$ cat config.mk
export PLATFORM = sky130hd
export DESIGN_NAME = sa_fifo_ctrl_80x36
export DESIGN_NICKNAME = d
export VERILOG_FILES = /design/src/rtl/sa_fifo_pkg.sv /design/src/rtl/sa_ram_rwsthp_80x36.sv /design/src/rtl/sa_fifo_ctrl_80x36.sv
export SDC_FILE = /design/constraint.sdc
export NUM_CORES = 2
export LEC_CHECK = 0
export BUFFER_PORTS_ARGS = -buffer_cell sky130_fd_sc_hd__buf_2
export CORE_MARGIN = 2
export CORE_UTILIZATION = 50
export DETAILED_ROUTE_END_ITERATION = 8
export GPL_TIMING_DRIVEN = 0
export PLACE_DENSITY = 0.68
export SLEW_MARGIN = 20
export SYNTH_ARGS = -nofsm -noshare
export SYNTH_HDL_FRONTEND = slang
export SYNTH_SLANG_ARGS = --single-unit
$ cat constraint.sdc
create_clock -name clk -period 3.8 [get_ports clk]
set_clock_uncertainty 0.1 [all_clocks]
set_input_delay 0.19 -clock clk [delete_from_list [all_inputs] [get_ports clk]]
set_output_delay 0.19 -clock clk [all_outputs]
set_load 0.01 [all_outputs]
$ cat src/rtl/sa_fifo_pkg.sv
// Shared constants and helpers for the 80x36 systolic-array FIFO controller.
package sa_fifo_pkg;

    localparam int SA_FIFO_DEPTH = 80;
    localparam int SA_FIFO_WIDTH = 36;
    localparam int SA_FIFO_PTR_W = 7;
    localparam int SA_FIFO_CNT_W = 7;

    // Advance a RAM pointer, wrapping at the non-power-of-two depth.
    function automatic logic [SA_FIFO_PTR_W-1:0] ptr_inc(input logic [SA_FIFO_PTR_W-1:0] p);
        return (p == SA_FIFO_PTR_W'(SA_FIFO_DEPTH - 1)) ? '0 : p + 1'b1;
    endfunction

endpackage

$ cat src/rtl/sa_ram_rwsthp_80x36.sv
// Behavioural view of the 80x36 two-port RAM macro: registered read address,
// registered output with a bypass mux in front of the output register.
module sa_ram_rwsthp_80x36
    import sa_fifo_pkg::*;
(
    input  logic                     clk,
    input  logic [SA_FIFO_PTR_W-1:0] ra,
    input  logic                     re,
    input  logic                     ore,
    output logic [SA_FIFO_WIDTH-1:0] dout,
    input  logic [SA_FIFO_PTR_W-1:0] wa,
    input  logic                     we,
    input  logic [SA_FIFO_WIDTH-1:0] di,
    input  logic                     byp_sel,
    input  logic [SA_FIFO_WIDTH-1:0] dbyp,
    input  logic [31:0]              pwrbus_ram_pd
);

    logic [SA_FIFO_WIDTH-1:0] r_mem [0:SA_FIFO_DEPTH-1];
    logic [SA_FIFO_PTR_W-1:0] r_ra_d;
    logic [SA_FIFO_WIDTH-1:0] r_dout;
    logic                     w_unused_pd;

    // Power-bus control only matters to the physical macro.
    assign w_unused_pd = ^pwrbus_ram_pd;

    // Write port.
    // NOTE: the storage array has no reset; its contents are meaningless until written and resetting it would prevent RAM inference.
    always_ff @(posedge clk) begin
        if (we) begin
            r_mem[wa] <= di;
        end
    end

    // Read address register; holds while re is low.
    always_ff @(posedge clk) begin
        if (re) begin
            r_ra_d <= ra;
        end
    end

    // Output register, loaded from the array or the bypass input; holds while ore is low.
    always_ff @(posedge clk) begin
        if (ore) begin
            r_dout <= byp_sel ? dbyp : r_mem[r_ra_d];
        end
    end

    assign dout = r_dout;

endmodule

$ cat src/rtl/sa_fifo_ctrl_80x36.sv
// FIFO controller sequencing one 80x36 RAM macro behind valid/ready push and
// pop ports. Capacity is 81 words: 80 in the array plus the RAM output register.
module sa_fifo_ctrl_80x36
    import sa_fifo_pkg::*;
#(
    parameter int DEPTH = SA_FIFO_DEPTH,
    parameter int WIDTH = SA_FIFO_WIDTH
) (
    input  logic                     clk,
    input  logic                     rst,
    input  logic                     in_valid,
    output logic                     in_ready,
    input  logic [WIDTH-1:0]         in_data,
    output logic                     out_valid,
    input  logic                     out_ready,
    output logic [WIDTH-1:0]         out_data,
    output logic [SA_FIFO_CNT_W-1:0] count,
    input  logic [31:0]              pwrbus_ram_pd
);

    // Registered state.
    logic [SA_FIFO_PTR_W-1:0] r_wr_ptr;
    logic [SA_FIFO_PTR_W-1:0] r_rd_ptr;
    logic [SA_FIFO_CNT_W-1:0] r_used;      // written into RAM, not yet captured
    logic                     r_s1_valid;  // read address latched, data not yet captured
    logic                     r_out_valid; // output register holds the head

    // Per-cycle decisions.
    logic                     w_push;
    logic                     w_pop;
    logic                     w_byp;
    logic                     w_we;
    logic                     w_cap;
    logic                     w_iss;
    logic                     w_ore;
    logic                     w_byp_sel;
    logic [SA_FIFO_CNT_W-1:0] w_ram_pending;
    logic [SA_FIFO_PTR_W-1:0] w_wa;
    logic [SA_FIFO_PTR_W-1:0] w_ra;

    // in_ready comes from registers only, so a pop never frees a push slot in the same cycle.
    assign in_ready = (r_used != SA_FIFO_CNT_W'(DEPTH));
    assign w_push   = in_valid && in_ready;
    assign w_pop    = r_out_valid && out_ready;

    // Cut-through: nothing in the RAM and the output slot is free this cycle.
    assign w_byp     = w_push && (r_used == '0) && (!r_out_valid || w_pop);
    assign w_we      = w_push && !w_byp;
    assign w_cap     = r_s1_valid && (!r_out_valid || w_pop);
    // Entries written but not yet issued for read.
    assign w_ram_pending = r_used - {{(SA_FIFO_CNT_W-1){1'b0}}, r_s1_valid};
    assign w_iss     = (w_ram_pending != '0) && (!r_s1_valid || w_cap);
    assign w_ore     = w_byp || w_cap;
    assign w_byp_sel = w_byp;
    assign w_wa      = r_wr_ptr;
    assign w_ra      = r_rd_ptr;

    assign count     = r_used + {{(SA_FIFO_CNT_W-1){1'b0}}, r_out_valid};
    assign out_valid = r_out_valid;

    // Pointer, occupancy and pipeline-stage bookkeeping.
    // NOTE: all state here uses non-blocking assignments so every register sees pre-edge values of the others.
    always_ff @(posedge clk or posedge rst) begin
        if (rst) begin
            r_wr_ptr    <= '0;
            r_rd_ptr    <= '0;
            r_used      <= '0;
            r_s1_valid  <= 1'b0;
            r_out_valid <= 1'b0;
        end else begin
            if (w_we) begin
                r_wr_ptr <= ptr_inc(r_wr_ptr);
            end
            if (w_iss) begin
                r_rd_ptr <= ptr_inc(r_rd_ptr);
            end
            // An entry is released only when its data reaches the output register.
            case ({w_we, w_cap})
                2'b10:   r_used <= r_used + 1'b1;
                2'b01:   r_used <= r_used - 1'b1;
                default: r_used <= r_used;
            endcase
            r_s1_valid  <= w_iss || (r_s1_valid && !w_cap);
            r_out_valid <= w_byp || w_cap || (r_out_valid && !w_pop);
        end
    end

    sa_ram_rwsthp_80x36 u_ram (
        .clk           (clk),
        .ra            (w_ra),
        .re            (w_iss),
        .ore           (w_ore),
        .dout          (out_data),
        .wa            (w_wa),
        .we            (w_we),
        .di            (in_data),
        .byp_sel       (w_byp_sel),
        .dbyp          (in_data),
        .pwrbus_ram_pd (pwrbus_ram_pd)
    );

endmodule
; Word-level counts from Yosys, hierarchy flattened
; Memory sizes are Yosys's and may differ from the RTL's. A register that Yosys moved wholly into a read port is not among the register bits.
; Index checks and enable logic that the tools add are counted.
[totals]
wordCells = 48
input_bits = 72
memories = 1
register_bits = 66
ramBits = 2880
[memory_table]
columns = memory, depth, width, rd, rd_clocked_by_memory_dff, write_ports, line
row1 = u_ram.r_mem, 80, 36, 1, 1, 1, sa_ram_rwsthp_80x36.sv:19  ; logic [SA_FIFO_WIDTH-1:0] r_mem [0:SA_FIFO_DEPTH-1];
[classes]
n_mux = 7
n_eq_ne = 5
add_sub_neg = 6
n_reduce_logical = 22
[op_table]
columns = cell, count
row1 = $mux 36, 1
row2 = $add 7x1->7 const B, 3
row3 = $mux 7, 3
row4 = $eq 7x7->1 const B, 2
row5 = $pmux 7 s2, 1
row6 = $logic_and 1x1->1, 9
row7 = $add 7x1->7, 1
row8 = $logic_not 7->1, 1
row9 = $ne 7x7->1 const B, 1
row10 = $reduce_bool 7->1, 1
row11 = $sub 7x1->7, 1
row12 = $sub 7x1->7 const B, 1
row13 = $logic_not 1->1, 5
row14 = $logic_or 1x1->1, 5
row15 = $eq 2x1->1 const B, 1
row16 = $eq 2x2->1 const B, 1
row17 = $mux 1, 2
row18 = $reduce_bool 2->1, 1

; Longest topological paths before layout
[depth]
word_depth = 8
depth_mapped = 14
depth_no_buf = 12

; Cells and area by module
; From an unflattened synthesis, not the netlist that was laid out.
[unflattened]
cells_unflattened = 4813
hier_area_um2 = 112253.9
[modules_own_cells]
columns = module, instances, seq_area_each_um2, area_per_inst_um2, cells_per_inst
row1 = sa_ram_rwsthp_80x36, 1, 87914.3, 110702.4, 4654
row2 = sa_fifo_ctrl_80x36, 1, 575.6, 1551.5, 159

; Worst setup path after synthesis
; No wires, ideal clock.
[synth_path]
path_kind = reg-to-reg
startpoint = reg r_out_valid, in the netlist out_valid
endpoint = reg u_ram.r_dout[0], in the netlist u_ram.dout[0], enable pin
synth_period_minus_slack_ps = 3755
t_required_ps = 3221
arrival_ps = 3176
path_stages_with_launch = 3
setup_slack_ps = 45
path_cell_list = dfrtp_1 nor2b_1 o21ai_0
[synth_between]
elab_chain_len = 4
word_cells_on_any_way = 6
classes_between = 6 x reduce/logical
[synth_rtl]
columns = item, line
row1 = from (decl), sa_fifo_ctrl_80x36.sv:26  ; logic r_out_valid;
row2 = from (signal assigned), sa_fifo_ctrl_80x36.sv:84  ; r_out_valid <= w_byp || w_cap || (r_out_valid && !w_pop);
row3 = $logic_not 1->1 / $logic_and 1x1->1 (equally long branches), "sa_fifo_ctrl_80x36.sv:47, sa_fifo_ctrl_80x36.sv:49, sa_fifo_ctrl_80x36.sv:44"
row4 = $logic_or 1x1->1 *, "sa_fifo_ctrl_80x36.sv:47, sa_fifo_ctrl_80x36.sv:49"
row5 = "$logic_and 1x1->1, on equally long branches", "sa_fifo_ctrl_80x36.sv:47, sa_fifo_ctrl_80x36.sv:49"
row6 = $logic_or 1x1->1 *, sa_fifo_ctrl_80x36.sv:53  ; assign w_ore = w_byp || w_cap;
row7 = named net u_ram.ore, sa_ram_rwsthp_80x36.sv:9  ; input logic ore,
row8 = to (signal assigned), sa_ram_rwsthp_80x36.sv:45  ; r_dout <= byp_sel ? dbyp : r_mem[r_ra_d];
row9 = to (decl), sa_ram_rwsthp_80x36.sv:21  ; logic [SA_FIFO_WIDTH-1:0] r_dout;
; Mark *: on every way through the listed nets, which the timed path passes. The rest lies on a longest branch.
; A chain may end at the register's enable or synchronous reset.

==> flow_summary.json <==
{
  "final_common_cell": "edfxtp_1",
  "dp_cells": 8315,
  "ys_seq_area_frac": 0.785,
  "r2r_setup_slack_ns": -0.15,
  "finalHoldViolations": 0,
  "cts_max_level": 5,
  "dpl.hpwl_mm": 219,
  "cts-root-buf": "clkbuf_16",
  "hp-start": "out_ready",
  "grt.busiest_layer": "met2",
  "syn_avg_cell_area_um2": 22.3,
  "p_leak_uw": 0.0422,
  "wire_per_inst_um": 36.8,
  "vias_per_cell": 6.58,
  "violations": "DRC, setup timing",
  "tightest_slew_ns": 1.28,
  "dp_slack_ns": -1.35,
  "grtUsageMet2": 0.440,
  "route.detailed.drc": 3,
  "layout.area.seq_um2": 88500,
  "power_per_cell_area_nw_per_um2": 714,
  "clock_latency_ns": 0.97,
  "synth.distinct_cells": 58,
  "post-route-period-util": 1.04,
  "areaGrowthSynthToFinish_pct": 17.6,
  "antenna_found_initial": 13,
  "setup_tns_ns": -1.41,
  "initial_core_util": 0.503,
  "cts_buffers": 304,
  "fillers": 15400,
  "clkSinkCount": 2953,
  "rsz0062_at_grt": "no",
  "instances_no_fill": 8917,
  "num_io_pins": 117,
  "vias": 58700,
  "dieArea_um2": 229000,
  "drive_gt1_frac": 0.291,
  "grt_max_degree": 83,
  "wl_mm": 328,
  "grt-ovfl-total": 0,
  "hp-class": "input pin to flop",
  "synth_top_area_share": 0.778,
  "grtUsageTotal": 0.286,
  "maxSlewHeadroom": 0.141,
  "drt-pass1-iter-count": 9,
  "crit_arrival_ns": 4.47,
  "reg2reg_to": "u_ram.dout[15]",
  "cts_buffer_depth": 4,
  "whs_endpoint": "out_valid",
  "grtUsageMet3": 0.0818,
  "synthArstFlopShare": 0.00779,
  "startpoint_type": "flop",
  "port_buffers": 84,
  "die_x_um": 479,
  "multi_input_area_um2": 23900,
  "dieHeight_um": 479,
  "syn-instance-count": 5061,
  "setup_viol_count_final": 23,
  "max_freq_mhz": 253,
  "grt_pass1_wl_mm": 452,
  "whs_path_depth": 4,
  "ys.flop_type": "edfxtp_1",
  "critical_path_class": "flop to flop",
  "placementRows": 174,
  "r2r.worst_path.cells": 8,
  "yosys.area.top_type": "edfxtp_1",
  "finalMaxSlewViolations": 0,
  "fin_crit_ns": 3.95,
  "worstSetupEndpointType": "flop",
  "finalWeightedCongestion": 0.914,
  "fin_nets": 5787,
  "cp.required_ns": 4.32,
  "synth_area_um2": 113000,
  "setup_ws_ns": -0.152,
  "ys_warn_count": 0,
  "cts.clk_slew.worst_paths_ns": 0.06,
  "final_cell_mix": "2923 x edfxtp_1, 654 x mux4_2, 314 x clkbuf_16",
  "ys_top_cells_by_area": "edfxtp_1 78%, mux4_2 13%, mux2i_1 2.4%",
  "grt_use_met1": 0.373,
  "ys_ff_latch": 2953,
  "syn-num-nets": 5141,
  "drtIter0Drc": 9259,
  "vdd_drop_max_mv": 0.447,
  "cts_tree": "yes",
  "status": "complete, but fails checks",
  "synth_edf_count": 2923,
  "final_antenna_net_count": 0,
  "maxCapViolCount": 0,
  "core_um2": 224000,
  "cp_max_fo": 10,
  "first_global_vias": 57700
}
==> registers in the layout (all words and copies together) (netlist names), named ones only <==
name and count:
u_ram.dout 36, r_wr_ptr 7, r_s1_valid 1, u_ram.r_mem 2880
u_ram.r_ra_d 7, out_valid 1, r_used 7, r_rd_ptr 7
==> logic make-up after synthesis <==
family,count (synthesis),share of synthesized area
buffers and inverters,287,0.0123
flip-flops,2953,0.785
AND/OR/NAND/NOR,395,0.0164
AO/OA/AOI/OAI,462,0.0285
multiplexers,934,0.156
XOR/XNOR,22,0.00171
adder cells (fa/ha/maj),8,0.000887
==> area by class of cell <==
| cell class | count | share of cell area |
|---|---|---|
| Buffer | 275 | 0.0122 |
| Sequential cell | 2953 | 0.667 |
| Antenna cell | 6 | 0.000113 |
| Multi-Input combinational cell | 1821 | 0.180 |
| Clock inverter | 139 | 0.00904 |
| Inverter | 10 | 0.000283 |
| Clock buffer | 379 | 0.0611 |
| Timing Repair Buffer | 342 | 0.0417 |
| Tap cell | 2992 | 0.0282 |
==> synthesized netlist by cell type (all sizes together), types with 4 or more instances <==
cell and n:
a21boi 17, nand4 31, nor2 141, edfxtp 2923, nor3 23, o21ai 17, mux4 654, dfxtp 7
nand3 71, and3 9, ha 8, dfrtp 23, nand2b 7, mux2 15, xnor2 7, buf 152
and2 20, mux2i 265, a31oi 28, clkbuf 125, inv 8, nand3b 4, a21oi 58, a211oi 19
a22oi 259, nand2 68, o22ai 40, xor2 15, nor2b 12
==> worst max-delay path, stage by stage (launching register included) <==
cell     delay (ns)
dfxtp_1        0.30
buf_4          0.23
buf_4          0.30
buf_2          0.48
buf_2          0.46
buf_2          0.51
mux4_2         0.48
o22ai_1        0.55
nor3_4         0.18
==> worst max path at each step <==
stage	end	slack (ns)	cells after the start	start
finish	u_ram.dout[15]	-0.15	8	flop
global route	u_ram.dout[6]	0.004	8	flop
CTS	u_ram.dout[28]	-0.005	7	flop
detailed placement	u_ram.dout[34]	-1.35	8	flop
global placement	u_ram.dout[24]	-3.30	7	r_used[5]
floorplan	u_ram.dout[0]	0.05	2	out_valid
==> per-stage QoR <==
step            util  instance area (µm²)  hold WS (ns)  total power, µW
2_1_floorplan      -               113000        0.0919            53300
3_3_place_gp   0.521               117000         0.358            64700
3_5_place_dp   0.543               122000         0.364            65400
4_1_cts        0.590               132000        0.0432            94200
5_1_grt        0.591               133000        0.0734            96700
6_report       0.591               133000        0.0837            94700
==> layer usage <==
layer / share of wire / wire, µm / vias to the layer above
met4: 0.059 / 19300 / 6
met3: 0.12 / 39400 / 796
met5: 0.00026 / 86 / -
met2: 0.47 / 153000 / 4083
met1: 0.35 / 116000 / 31000
li1: - / - / 22800
==> repair_timing <==
item / CTS / global route
setup buffers: 29 / 10
hold buffers: 41 / 0
endpoints found under the hold margin: 2922 / 0
pin swaps: 25 / 10
resized for setup: 165 / 36
setup endpoints to repair: 373 / 149
==> report_power, final <==
group | switching, µW | internal, µW | leakage (µW)
sequential | 436 | 37100 | 0.0267
clock | 12000 | 16500 | 0.00454
combinational | 18300 | 10400 | 0.0110
No activity file was read; power rests on OpenSTA's default activity.
